File: src/rtl/i2c_burst_reader.sv
// Burst-read sequencer in front of a single-register i2c master: issues a run of strided
// register reads on one chip, buffers the returned words, optionally re-polls continuously.
module i2c_burst_reader #(
   parameter int unsigned DATA_WIDTH     = 16,
   parameter int unsigned DEPTH          = 16,
   parameter int unsigned GAP_CYCLES     = 10,
   parameter int unsigned TIMEOUT_CYCLES = 4095,
   localparam int unsigned AW = $clog2(DEPTH),
   localparam int unsigned CW = AW + 1
) (
   input  logic                  clk,
   input  logic                  reset,
   input  logic                  start,
   input  logic [6:0]            chip_addr,
   input  logic [7:0]            base_reg_addr,
   input  logic [CW-1:0]         count,
   input  logic [7:0]            stride,
   input  logic                  continuous,
   input  logic                  stop,
   output logic [6:0]            m_chip_addr,
   output logic [7:0]            m_reg_addr,
   output logic                  m_read_en,
   input  logic                  m_busy,
   input  logic [3:0]            m_status,
   input  logic [DATA_WIDTH-1:0] m_data_out,
   input  logic [AW-1:0]         rd_addr,
   output logic [DATA_WIDTH-1:0] rd_data,
   output logic                  busy,
   output logic                  done,
   output logic                  error,
   output logic [AW-1:0]         err_index,
   output logic [3:0]            err_status,
   output logic [CW-1:0]         words_valid,
   output logic [15:0]           burst_count
);

   typedef enum logic [2:0] {
      StIdle, StIssue, StWaitAck, StWaitDone, StStore, StGap, StFinish
   } state_e;

   localparam logic [CW-1:0] DepthC      = CW'(DEPTH);
   localparam logic [31:0]   TimeoutLast = 32'(TIMEOUT_CYCLES - 1);
   localparam logic [31:0]   GapLast     = (GAP_CYCLES == 0) ? 32'd0 : 32'(GAP_CYCLES - 1);

   state_e                  state_q;
   logic [6:0]              chip_q;
   logic [7:0]              base_q, stride_q, cur_addr_q;
   logic [CW-1:0]           count_q, words_valid_q;
   logic                    cont_q, stop_q;
   logic [AW-1:0]           idx_q, err_index_q;
   logic [31:0]             tmr_q;
   logic [6:0]              m_chip_addr_q;
   logic [7:0]              m_reg_addr_q;
   logic                    m_read_en_q, done_q, error_q;
   logic [3:0]              err_status_q;
   logic [15:0]             burst_count_q;
   logic [DATA_WIDTH-1:0]   rd_data_q;
   logic [DATA_WIDTH-1:0]   mem_q [DEPTH];

   logic [CW-1:0] idx_nxt;
   logic          cnt_bad, restart;
   logic          go, fail;
   logic [7:0]    go_addr;
   logic [6:0]    go_chip;
   logic [3:0]    fail_st;

   assign idx_nxt = {1'b0, idx_q} + CW'(1);
   assign cnt_bad = (count == '0) || (count > DepthC);
   assign restart = cont_q && !stop_q && !stop;

   // Shared decode of "launch a master request" and "abort with error" for the FSM below.
   always_comb begin
      go      = 1'b0;
      go_addr = cur_addr_q;
      go_chip = chip_q;
      fail    = 1'b0;
      fail_st = 4'h0;
      unique case (state_q)
         StIdle: begin
            if (start && !cnt_bad) begin
               go      = 1'b1;
               go_addr = base_reg_addr;
               go_chip = chip_addr;
            end
         end
         StWaitAck: begin
            if (!m_busy && tmr_q == TimeoutLast) begin
               fail    = 1'b1;
               fail_st = 4'hE;
            end
         end
         StWaitDone: begin
            if (m_busy && tmr_q == TimeoutLast) begin
               fail    = 1'b1;
               fail_st = 4'hD;
            end
         end
         StStore: begin
            if (m_status != 4'h0) begin
               fail    = 1'b1;
               fail_st = m_status;
            end else if (idx_nxt != count_q && GAP_CYCLES == 0) begin
               go      = 1'b1;
               go_addr = cur_addr_q + stride_q;
            end
         end
         StGap: go = (tmr_q == GapLast);
         StFinish: begin
            if (restart && GAP_CYCLES == 0) begin
               go      = 1'b1;
               go_addr = base_q;
            end
         end
         default: ;
      endcase
   end

   always_ff @(posedge clk) begin
      if (reset) begin
         state_q       <= StIdle;
         chip_q        <= '0;
         base_q        <= '0;
         stride_q      <= '0;
         cur_addr_q    <= '0;
         count_q       <= '0;
         cont_q        <= 1'b0;
         stop_q        <= 1'b0;
         idx_q         <= '0;
         tmr_q         <= '0;
         m_chip_addr_q <= '0;
         m_reg_addr_q  <= '0;
         m_read_en_q   <= 1'b0;
         done_q        <= 1'b0;
         error_q       <= 1'b0;
         err_index_q   <= '0;
         err_status_q  <= '0;
         words_valid_q <= '0;
         burst_count_q <= '0;
      end else begin
         done_q      <= 1'b0;
         m_read_en_q <= 1'b0;
         if (state_q != StIdle && stop) stop_q <= 1'b1;
         unique case (state_q)
            StIdle: begin
               if (start) begin
                  chip_q        <= chip_addr;
                  base_q        <= base_reg_addr;
                  stride_q      <= stride;
                  count_q       <= count;
                  cont_q        <= continuous;
                  stop_q        <= 1'b0;
                  idx_q         <= '0;
                  words_valid_q <= '0;
                  cur_addr_q    <= base_reg_addr;
                  error_q       <= cnt_bad;
                  if (cnt_bad) begin
                     err_status_q <= 4'hF;
                     err_index_q  <= '0;
                     done_q       <= 1'b1;
                  end
               end
            end
            StIssue: begin
               state_q <= StWaitAck;
               tmr_q   <= '0;
            end
            StWaitAck: begin
               if (m_busy) begin
                  state_q <= StWaitDone;
                  tmr_q   <= '0;
               end else begin
                  tmr_q <= tmr_q + 32'd1;
               end
            end
            StWaitDone: begin
               if (!m_busy) state_q <= StStore;
               else         tmr_q   <= tmr_q + 32'd1;
            end
            StStore: begin
               if (m_status == 4'h0) begin
                  words_valid_q <= idx_nxt;
                  cur_addr_q    <= cur_addr_q + stride_q;
                  idx_q         <= idx_q + AW'(1);
                  if (idx_nxt == count_q) begin
                     state_q       <= StFinish;
                     done_q        <= 1'b1;
                     burst_count_q <= burst_count_q + 16'd1;
                  end else begin
                     state_q <= StGap;
                     tmr_q   <= '0;
                  end
               end
            end
            StGap: tmr_q <= tmr_q + 32'd1;
            StFinish: begin
               if (restart) begin
                  cur_addr_q <= base_q;
                  idx_q      <= '0;
                  state_q    <= StGap;
                  tmr_q      <= '0;
               end else begin
                  state_q <= StIdle;
               end
            end
            default: state_q <= StIdle;
         endcase
         if (go) begin
            state_q       <= StIssue;
            m_read_en_q   <= 1'b1;
            m_reg_addr_q  <= go_addr;
            m_chip_addr_q <= go_chip;
         end
         if (fail) begin
            state_q      <= StIdle;
            error_q      <= 1'b1;
            err_status_q <= fail_st;
            err_index_q  <= idx_q;
            done_q       <= 1'b1;
         end
      end
   end

   // Buffer array is not reset; words_valid tells the user which entries are meaningful.
   always_ff @(posedge clk) begin
      if (state_q == StStore && m_status == 4'h0) mem_q[idx_q] <= m_data_out;
   end

   always_ff @(posedge clk) begin
      if (reset) rd_data_q <= '0;
      else       rd_data_q <= mem_q[rd_addr];
   end

   assign m_chip_addr = m_chip_addr_q;
   assign m_reg_addr  = m_reg_addr_q;
   assign m_read_en   = m_read_en_q;
   assign rd_data     = rd_data_q;
   assign busy        = (state_q != StIdle);
   assign done        = done_q;
   assign error       = error_q;
   assign err_index   = err_index_q;
   assign err_status  = err_status_q;
   assign words_valid = words_valid_q;
   assign burst_count = burst_count_q;

endmodule

File: config.mk
export PLATFORM = sky130hd
export DESIGN_NAME = i2c_burst_reader
export DESIGN_NICKNAME = d
export VERILOG_FILES = /design/src/rtl/i2c_burst_reader.sv
export SDC_FILE = /design/constraint.sdc
export NUM_CORES = 1
export LEC_CHECK = 0
export CAP_MARGIN = 20
export CORE_UTILIZATION = 50
export DETAILED_ROUTE_END_ITERATION = 8
export PLACE_DENSITY = 0.69
export SLEW_MARGIN = 40
export SYNTH_ARGS = -nofsm -noshare
export SYNTH_HDL_FRONTEND = slang
export SYNTH_SLANG_ARGS = --single-unit
File: constraint.sdc
create_clock -name clk -period 6.26 [get_ports clk]
set_input_delay 1.252 -clock clk [delete_from_list [all_inputs] [get_ports clk]]
set_output_delay 1.252 -clock clk [all_outputs]
set_load 0.02 [all_outputs]
==> reports/summary.txt, run 1 <==
Max Freq: 0.2875 GHz
sequential cell area fraction in the yosys report: 0.6423
via count of the first global-routing pass: 10160
worst hold path type: reg -> reg
top cell type's share of synthesized area: 0.4707
Mapped Cells: 1181
most frequently used cell type in the post-synthesis netlist: sky130_fd_sc_hd__edfxtp_1
final number of max-transition violations: 0
CP Buf/Inv Count: 1
placer congestion estimate: 0.8233
worst skew pair latency: 0.54 ns
run status: complete, no violations
initial antenna violation count: 2
clock skew: 0.01769 ns
yosys warns: 0
# IOs: 122
drt pass-1 iters: 5
number of logic stages on the critical path including buffering: 7
CTS clock-pin slew for the worst setup and hold paths: 0.06 ns
delay of the slowest critical-path stage: 0.65 ns
CTS tree: built
Power per Cell Area: 319.9 mW/mm^2
startpoint type of the worst setup path: input pin
final-report hold violation count: 0
synthesis-stage register bit count: 396
number of standard cells in the final layout excluding fillers: 1771
sum of overflow across all layers after global routing: 0
Core ar.: 0.03188 sq mm
WP data required: 6.73 ns
most area-consuming cells after synthesis: sky130_fd_sc_hd__edfxtp_1, sky130_fd_sc_hd__dfxtp_1, sky130_fd_sc_hd__mux4_2
Final period util: 0.5556
GRT Util Overall: 0.2269
number of vias in the routed layout: 10380
Post-Route Setup TNS: 0 ns
area of the mapped netlist: 0.01633 sq mm
count of H-tree levels built during CTS: 2
Clk Tree Root Cell: sky130_fd_sc_hd__clkbuf_16
input/output buffers: 121
static power due to leakage: 6.312 nW
total DRC errors in the routed layout: 0
nets in the synthesized netlist: 1255
Die Wd: 182.7 um
cell taking the most area after synthesis: sky130_fd_sc_hd__edfxtp_1
Max Fanout on Critical Path: 11
number of enable flip-flop cells after synthesis: 256
WP data arrival: 3.95 ns
largest delay contributor family on the critical path: simple AND/OR/NAND/NOR gates
type of destination of the critical path: register
type of the setup path with the least slack: in -> reg
clock buffer depth: 3
global-route wire length before repair: 57900 um
Detail Route Antenna Nets: 0
maximum number of pins on one net before global-route repair: 78
slowest cell on the critical path: sky130_fd_sc_hd__or4_4
most common flop cell mapped by yosys: sky130_fd_sc_hd__edfxtp_1
number of max-cap violations: 0
number of inserted filler cells in the final layout: 2466
detailed-route wire length: 37190 um
number of cells traversed by the worst hold path: 2
final layout net count: 1375
Worst slew margin: 0.4420
Area Overhead vs Synth: 18.87%
count of hold buffers inserted by post-cts repair: 0
transition time of the tightest slew-check pin: 0.8370 ns
average cell area after synthesis: 13.83 sq um
worst voltage drop across the vdd grid: 0.1946 mV
post-route minimum period: 3.478 ns
floorplan row count: 65
Initial DRC Count: 1008
DIE HEIGHT: 182.7 um
cells on worst reg2reg path: 8
detailed-placement wirelength estimate: 22690 um
Post-CTS Setup Inserts: 0
unrepaired setup endpoints after global routing: false
fraction of final layout cells sized beyond drive strength 1: 0.1484
Via-to-Cell Ratio: 5.861
# clock sinks: 396
list of most frequent post-synthesis cells: sky130_fd_sc_hd__edfxtp_1, sky130_fd_sc_hd__dfxtp_1, sky130_fd_sc_hd__nand2_1
CTS buffer count: 42
starting density of the core: 0.5123
post-synthesis cell type count: 72
Setup-failing EPs final: 0
cell breakdown of the critical path: clkdlybuf4s50_1 > or4_4 > o21a_1 > o21ai_1 > nor2_1 > or4_1 > a21oi_1
area of the die: 0.03339 sq mm
Post-synth ARST share: 0
# resized after CTS: 0
number of instances in the placed design: 1692
WL/cell: 21.00 um
==> path summary, 6_finish.rpt <==
| check | from | end | slack [ns] |
|---|---|---|---|
| worst max-delay path | m_status[0] | cur_addr_q[6] | 2.78 |
| worst max register to register | idx_q[0] | tmr_q[1] | 2.96 |
| worst min register to register | base_q[5] | base_q[5] | 0.46 |
| worst min-delay path | base_q[5] | base_q[5] | 0.46 |
==> power breakdown <==
part           switching (mW)  internal [mW]  total (mW)
Sequential             0.0904           2.86        2.96
Combinational           0.474          0.300       0.774
Clock                   0.987           1.50        2.48
==> layout by cell type (no fill, tap or decap), types with 7 or more instances in the layout <==
| cell | n |
|---|---|
| sky130_fd_sc_hd__a31oi_1 | 7 |
| sky130_fd_sc_hd__a22oi_1 | 13 |
| sky130_fd_sc_hd__nand2_1 | 114 |
| sky130_fd_sc_hd__ha_1 | 15 |
| sky130_fd_sc_hd__nor4_1 | 20 |
| sky130_fd_sc_hd__a311oi_1 | 11 |
| sky130_fd_sc_hd__xor2_1 | 9 |
| sky130_fd_sc_hd__buf_4 | 26 |
| sky130_fd_sc_hd__dfxtp_1 | 139 |
| sky130_fd_sc_hd__edfxtp_1 | 256 |
| sky130_fd_sc_hd__and3_1 | 9 |
| sky130_fd_sc_hd__nand2b_1 | 7 |
| sky130_fd_sc_hd__nand4_1 | 18 |
| sky130_fd_sc_hd__nor3_1 | 14 |
| sky130_fd_sc_hd__xnor2_1 | 26 |
| sky130_fd_sc_hd__nand3_1 | 22 |
| sky130_fd_sc_hd__clkbuf_16 | 43 |
| sky130_fd_sc_hd__inv_1 | 15 |
| sky130_fd_sc_hd__clkdlybuf4s50_1 | 117 |
| sky130_fd_sc_hd__o31ai_1 | 15 |
| sky130_fd_sc_hd__and2_1 | 20 |
| sky130_fd_sc_hd__clkinv_1 | 12 |
| sky130_fd_sc_hd__nor2b_1 | 7 |
| sky130_fd_sc_hd__nor2_1 | 79 |
| sky130_fd_sc_hd__o21ai_0 | 20 |
| sky130_fd_sc_hd__a21oi_1 | 88 |
| sky130_fd_sc_hd__or4_1 | 17 |
| sky130_fd_sc_hd__mux4_2 | 80 |
==> layout make-up <==
class | count | area [sq um] | share of cell area
flip-flops and latches | 396 | 10490 | 0.5404
multi-input cells | 699 | 5544 | 0.2856
repair buffers | 146 | 1381 | 0.07115
clock buffers | 51 | 1136 | 0.05852
well taps | 435 | 544.3 | 0.02803
clock inverters | 26 | 252.7 | 0.01302
inverters | 16 | 60.06 | 0.003093
diodes | 2 | 5.005 | 0.0002578
==> kinds of logic (layout without fill, tap and decap cells) <==
logic type                 count (synthesis)  after routing  synth area share
adders and majority gates                 16             16           0.01272
xor gates and xnor gates                  37             37           0.02030
DFF                                      396            396            0.6423
and+or+nand+nor                          363            363            0.1117
buffers and inverters                     86            239           0.02206
other                                      0              2                 0
AOI/OAI and AO/OA                        199            199           0.07821
muxes                                     84             84            0.1128
==> per-layer routing <==
| metal | global-route usage | part of all wire | vias up | wire length, um |
|---|---|---|---|---|
| met2 | 0.3481 | 0.46 | 367 | 17200 |
| met4 | 0.06588 | 0.022 | 0 | 831 |
| met1 | 0.3286 | 0.45 | 5156 | 16660 |
| met3 | 0.04647 | 0.067 | 54 | 2500 |
| li1 | - | - | 4803 | - |
| met5 | 0 | 0 | - | 0 |
==> worst register-to-register path: cells and delay by family (launching register included) <==
kind                     cells  cell delay (ns)
flip-flops                   1             0.52
AO/OA/AOI/OAI                4             1.50
adder cells (fa/ha/maj)      1             0.35
AND/OR/NAND/NOR              1             0.53
XOR/XNOR                     1             0.18
buffers and inverters        1             0.12
==> state kept, by name (all words and copies together), names as in the netlist, 3 cells and up <==
signal       cells
base_q           8
burst_count     16
chip_q           7
count_q          5
cur_addr_q       8
err_index        4
err_status       4
idx_q            4
m_chip_addr      7
m_reg_addr       8
mem_q          256
rd_data         16
state_q          3
stride_q         8
tmr_q           32
words_valid      5
==> stage by stage <==
step                worst slack (ns)  hold WS (ns)  cell area [sq um]    util  power (mW)
floorplan                      2.420        0.4319              16330       -       3.506
global placement               2.108        0.4395              17990  0.5643       3.754
detailed placement             2.284        0.4479              18010  0.5648       3.771
CTS                            2.640        0.4554              19390  0.6084       6.251
global route                   2.615        0.4763              19410  0.6090       6.448
finish                         2.782        0.4553              19410  0.6090       6.211
(Power assumes the default switching activity.)
==> inputs of run 2 (changes only) <==
==> constraint.sdc (replaced) <==
create_clock -name clk -period 3.4 [get_ports clk]
set_input_delay 0.68 -clock clk [delete_from_list [all_inputs] [get_ports clk]]
set_output_delay 0.68 -clock clk [all_outputs]
set_load 0.02 [all_outputs]
==> run 2 against run 1 <==
  * Wire length shrank 1.0%
  * Count of clock-buffer cells in the layout shrank 5
  * Sequential power grew 83%
  * Die area is the same
  * Critical path type is now reg -> out
==> reports/summary.txt, run 2 (synthesized netlist as in run 1, its figures left out) <==
run status: complete, no violations
Max Freq: 0.3360 GHz
CTS clock-pin slew for the worst setup and hold paths: 0.06 ns (about the same)
worst min-delay path startpoint: m_reg_addr[2]
Power per Cell Area: 576.7 mW/mm^2 (+80%)
Worst slew margin: 0.4637 (+0.02166)
Post-Route Setup TNS: 0 ns (unchanged)
CTS tree: built
placer congestion estimate: 0.8416 (+2.2%)
type of destination of the critical path: output port
clock skew: 0.02613 ns (+0.008438 ns)
number of vias in the routed layout: 10420 (+0.35%)
Via-to-Cell Ratio: 5.796 (-1.1%)
initial antenna violation count: 2 (unchanged)
number of standard cells in the final layout excluding fillers: 1797 (+1.5%)
Detail Route Antenna Nets: 0 (unchanged)
WP data required: 2.72 ns (-4.01 ns)
# clock sinks: 396 (unchanged)
total DRC errors in the routed layout: 0 (unchanged)
Worst Setup Slack, final: 0.4242 ns (-2.358 ns)
unrepaired setup endpoints after global routing: false
max reg flops: 256 (unchanged)
cells on worst reg2reg path: 7 (-1)
number of max-cap violations: 0 (unchanged)
slack of the worst reg-to-reg path: 0.59 ns (-2.37 ns)
Post-CTS Setup Inserts: 0 (unchanged)
fraction of final layout cells sized beyond drive strength 1: 0.1647 (+0.01628)
Setup-failing EPs final: 0 (unchanged)
slowest cell on the critical path: sky130_fd_sc_hd__clkdlybuf4s50_1
WL/cell: 20.49 um (-2.4%)
starting density of the core: 0.5123 (unchanged)
startpoint type of the worst setup path: register
final layout net count: 1402 (+2.0%)
destination of the worst register-to-register timing path: tmr_q[17]
worst voltage drop across the vdd grid: 0.3248 mV (+67%)
Clk Tree Root Cell: sky130_fd_sc_hd__clkbuf_16
Most flops, register: mem_q
detailed-route wire length: 36810 um (-1.0%)
count of hold buffers inserted by post-cts repair: 0 (unchanged)
dpl ws: 0.1830 ns (-2.101 ns)
GRT Util Overall: 0.2250 (-0.001903)
post-route minimum period: 2.976 ns
final-report hold violation count: 0 (unchanged)
detailed-placement wirelength estimate: 23510 um (+3.6%)
final number of max-transition violations: 0 (unchanged)
transition time of the tightest slew-check pin: 0.7991 ns (-0.03785 ns)
largest registers in the final layout: mem_q x256, tmr_q x32
Final period util: 0.8752
type of the setup path with the least slack: reg -> out
launching point of the worst reg2reg path: idx_q[0]
smallest hold slack: 0.4552 ns (-0.0001160 ns)
delay of the slowest critical-path stage: 0.62 ns (-0.03 ns)
count of H-tree levels built during CTS: 2 (unchanged)
# IOs: 122 (unchanged)
Core ar.: 0.03188 sq mm (unchanged)
maximum number of pins on one net before global-route repair: 84 (+7.7%)
input/output buffers: 121 (unchanged)
commonest cells after routing, fill and taps aside: sky130_fd_sc_hd__edfxtp_1, sky130_fd_sc_hd__dfxtp_1, sky130_fd_sc_hd__clkdlybuf4s50_1, sky130_fd_sc_hd__nand2_1, sky130_fd_sc_hd__a21oi_1
worst hold path type: reg -> reg
static power due to leakage: 6.449 nW (+2.2%)
DIE HEIGHT: 182.7 um (unchanged)
drt pass-1 iters: 5 (unchanged)
Area Overhead vs Synth: 20.06%
sum of overflow across all layers after global routing: 0 (unchanged)
# resized after CTS: 0 (unchanged)
global-route wire length before repair: 58030 um (+0.22%)
Initial DRC Count: 1034 (+2.6%)
floorplan row count: 65 (unchanged)
Min-Delay Endpoint: m_reg_addr[2]
clock buffer depth: 3 (unchanged)
leading cell type in the layout, fill and taps excluded: sky130_fd_sc_hd__edfxtp_1
worst skew pair latency: 0.54 ns (about the same)
Max Fanout on Critical Path: 21 (+10)
number of cells traversed by the worst hold path: 2 (unchanged)
number of instances in the placed design: 1720 (+1.7%)
WP data arrival: 2.30 ns (-1.65 ns)
via count of the first global-routing pass: 10190 (+0.29%)
CTS buffer count: 41 (-2.4%)
Die Wd: 182.7 um (unchanged)
cell breakdown of the critical path: buf_4 > nor3_1 > inv_1 > clkdlybuf4s50_1
area of the die: 0.03339 sq mm (unchanged)
-- run 2: per-layer routing --
layer,share of wire,track usage
met5,0,0
met2,0.47,0.3505
met1,0.45,0.3336
met4,0.022,0.05849
met3,0.058,0.03197
-- run 2: layout make-up --
| cell class | count | area (sq um) |
|---|---|---|
| Fill cell | 2503 | 12270 |
| Sequential cell | 396 | 10490 |
| Multi-Input combinational cell | 699 | 5518 |
| Timing Repair Buffer | 174 | 1688 |
| Clock buffer | 46 | 1076 |
| Tap cell | 435 | 544.3 |
| Clock inverter | 29 | 229.0 |
| Inverter | 16 | 60.06 |
| Antenna cell | 2 | 5.005 |
-- run 2: where the power goes --
part	total, mW	switching, mW	internal, mW
Combinational	1.55	0.922	0.625
Sequential	5.41	0.141	5.27
Clock	4.35	1.84	2.51
-- run 2: critical path: cells and delay by family (launching register included) --
kind	cells	cell delay (ns)
buffers and inverters	3	1.06
DFF	1	0.61
and+or+nand+nor	1	0.10
-- run 2: worst max-delay path by stage --
stage                start           to  slack [ns]  depth (start not counted)
6_report        state_q[1]         busy        0.42                          4
5_1_grt           idx_q[0]     tmr_q[5]        0.35                          8
4_1_cts         state_q[1]         busy        0.47                          4
3_5_place_dp   m_status[0]    tmr_q[17]        0.18                          7
3_3_place_gp   m_status[0]    tmr_q[14]        0.23                          7
2_1_floorplan  m_status[0]  mem_q[3][0]        0.13                          6
-- run 2: through the flow --
step,instance area [sq um],total power [mW],util
5_1_grt,19610,11.74,0.6151
6_report,19610,11.31,0.6151
3_5_place_dp,18290,7.043,0.5737
4_1_cts,19590,11.36,0.6146
3_3_place_gp,18290,7.014,0.5737
2_1_floorplan,16330,6.455,-
==> inputs of run 3 (changes only) <==
--- a/config.mk
+++ b/config.mk
@@ -6,9 +6,12 @@
 export NUM_CORES = 1
 export LEC_CHECK = 0
 export CAP_MARGIN = 20
-export CORE_UTILIZATION = 50
+export CELL_PAD_IN_SITES_DETAIL_PLACEMENT = 0
+export CELL_PAD_IN_SITES_GLOBAL_PLACEMENT = 1
+export CORE_UTILIZATION = 49
 export DETAILED_ROUTE_END_ITERATION = 8
-export PLACE_DENSITY = 0.69
+export PLACE_DENSITY = 0.79
+export SETUP_SLACK_MARGIN = 0.3
 export SLEW_MARGIN = 40
 export SYNTH_ARGS = -nofsm -noshare
 export SYNTH_HDL_FRONTEND = slang
==> run 3 against run 2 <==
  * Sequential power about the same
  * Highest routed layer is now met5
  * Worst hold slack better by 0.0015 ns
  * Largest power group unchanged
  * Critical path type is now reg -> reg
  * Combinational power rose by 5%
==> reports/summary.txt, run 3 (synthesized netlist as in run 1, its figures left out) <==
CTS tree: built
Initial DRC Count: 1050 (+1.5%)
Via-to-Cell Ratio: 5.887 (+1.6%)
leading cell type in the layout, fill and taps excluded: sky130_fd_sc_hd__edfxtp_1
sum of overflow across all layers after global routing: 0 (unchanged)
largest delay contributor family on the critical path: simple AND/OR/NAND/NOR gates
slowest cell on the critical path: sky130_fd_sc_hd__or4_1
placed standard-cell area: 0.01827 sq mm (-0.13%)
Detail Route Antenna Nets: 0 (unchanged)
largest registers in the final layout: mem_q x256, tmr_q x32
Clk Tree Root Cell: sky130_fd_sc_hd__clkbuf_16
CTS clock-pin slew for the worst setup and hold paths: 0.06 ns (about the same)
clock skew: 0.03391 ns (+0.007781 ns)
final number of max-transition violations: 0 (unchanged)
DIE HEIGHT: 184.6 um (+1.0%)
total chip power: 11.82 mW (+4.5%)
floorplan row count: 66 (+1.5%)
CP Buf/Inv Count: 1 (-2)
Die Wd: 184.6 um (+1.0%)
static power due to leakage: 6.495 nW (+0.72%)
Most flops, register: mem_q
maximum number of pins on one net before global-route repair: 60 (-29%)
# IOs: 122 (unchanged)
input/output buffers: 121 (unchanged)
final layout net count: 1398 (-0.29%)
Final period util: 0.8396 (-0.03564)
Area Overhead vs Synth: 20.94%
commonest cells after routing, fill and taps aside: sky130_fd_sc_hd__edfxtp_1, sky130_fd_sc_hd__dfxtp_1, sky130_fd_sc_hd__clkdlybuf4s50_1, sky130_fd_sc_hd__nand2_1, sky130_fd_sc_hd__a21oi_1
delay of the slowest critical-path stage: 0.52 ns (-0.10 ns)
global-route wire length before repair: 62610 um (+7.9%)
GRT Util Overall: 0.2505 (+0.02549)
initial antenna violation count: 4 (+2)
area of the die: 0.03407 sq mm (+2.0%)
CTS buffer count: 40 (-2.4%)
final-report hold violation count: 0 (unchanged)
Setup-failing EPs final: 0 (unchanged)
clock buffer depth: 3 (unchanged)
Core ar.: 0.03270 sq mm (+2.6%)
number of vias in the routed layout: 10590 (+1.7%)
via count of the first global-routing pass: 10330 (+1.4%)
Max Freq: 0.3503 GHz (+4.2%)
placer congestion estimate: 0.8326 (-1.1%)
# clock sinks: 396 (unchanged)
fraction of final layout cells sized beyond drive strength 1: 0.1630 (-0.001727)
Post-Route Setup TNS: 0 ns (unchanged)
count of H-tree levels built during CTS: 2 (unchanged)
number of max-cap violations: 0 (unchanged)
drt pass-1 iters: 5 (unchanged)
detailed-placement wirelength estimate: 27160 um (+16%)
WP data arrival: 3.32 ns (+1.02 ns)
worst voltage drop across the vdd grid: 0.5569 mV (+71%)
post-route minimum period: 2.855 ns (-0.1212 ns)
count of hold buffers inserted by post-cts repair: 0 (unchanged)
smallest hold slack: 0.4567 ns (+0.001538 ns)
Finished Cell Area: 0.01975 sq mm (+0.73%)
unrepaired setup endpoints after global routing: false
total DRC errors in the routed layout: 0 (unchanged)
detailed-route wire length: 41170 um (+12%)
worst skew pair latency: 0.56 ns (+0.02 ns)
startpoint type of the worst setup path: register
WL/cell: 22.88 um (+12%)
Max Fanout on Critical Path: 24 (+14%)
worst hold path type: reg -> reg
run status: complete, no violations
type of destination of the critical path: register
Worst slew margin: 0.4701 (+0.006447)
cell breakdown of the critical path: inv_1 > ha_1 > xor2_1 > a211oi_4 > and2_1 > a31o_4 > or4_1 > a21oi_1
transition time of the tightest slew-check pin: 0.7923 ns (-0.006791 ns)
WP data required: 3.86 ns (+1.14 ns)
starting density of the core: 0.4995 (-0.01286)
Power per Cell Area: 598.5 mW/mm^2 (+3.8%)
max reg flops: 256 (unchanged)
type of the setup path with the least slack: reg -> reg
[run 3: worst reg2reg max path: cells and delay by family, from the launching register on]
kind	cells	cell delay, ns
fa+ha+maj	1	0.33
simple gates	2	0.86
compound gates	3	0.66
flops	1	0.51
buf+inv	1	0.11
xor+xnor	1	0.30
[run 3: report_power, final]
part / switching (mW) / total [mW] / leakage, nW / internal [mW]
logic: 0.989 / 1.62 / 2.35 / 0.635
registers: 0.125 / 5.40 / 3.44 / 5.27
clock network: 1.90 / 4.80 / 0.704 / 2.89
total: 3.02 / 11.8 / 6.50 / 8.80
[run 3: final timing paths]
kind | start | to | slack [ns] | cells past startpoint
worst min register to register | base_q[6] | base_q[6] | 0.46 | 2
worst min-delay path | base_q[6] | base_q[6] | 0.46 | 2
worst max register to register | idx_q[1] | tmr_q[17] | 0.55 | 8
worst max-delay path | idx_q[1] | tmr_q[17] | 0.55 | 8
[run 3: routing by layer]
layer	wire [um]	GRT usage
met4	907	0.06833
met5	36	0
met1	17550	0.3515
met2	19590	0.3989
met3	3072	0.04821
[run 3: per-stage QoR]
step / instances / setup slack, ns / util
finish: 1799 / 0.5453 / 0.6040
global route: 1798 / 0.3529 / 0.6040
CTS: 1798 / 0.3404 / 0.6035
detailed placement: 1724 / 0.3278 / 0.5585
global placement: 1724 / 0.3519 / 0.5583
floorplan: 1181 / 0.5408 / -
[run 3: final cells by class]
cell class / count / area [sq um]
Clock buffer: 54 / 1125
Tap cell: 442 / 553.0
Antenna cell: 1 / 2.502
Inverter: 16 / 60.06
Sequential cell: 396 / 10490
Timing Repair Buffer: 171 / 1649
Clock inverter: 20 / 345.3
Fill cell: 2541 / 12950
Multi-Input combinational cell: 699 / 5525
[run 3: what timing repair did]
action | in CTS | in global routing
setup buffers | 0 | 0
gates resized for setup | 0 | 3
endpoints found under the setup margin | 0 | 6
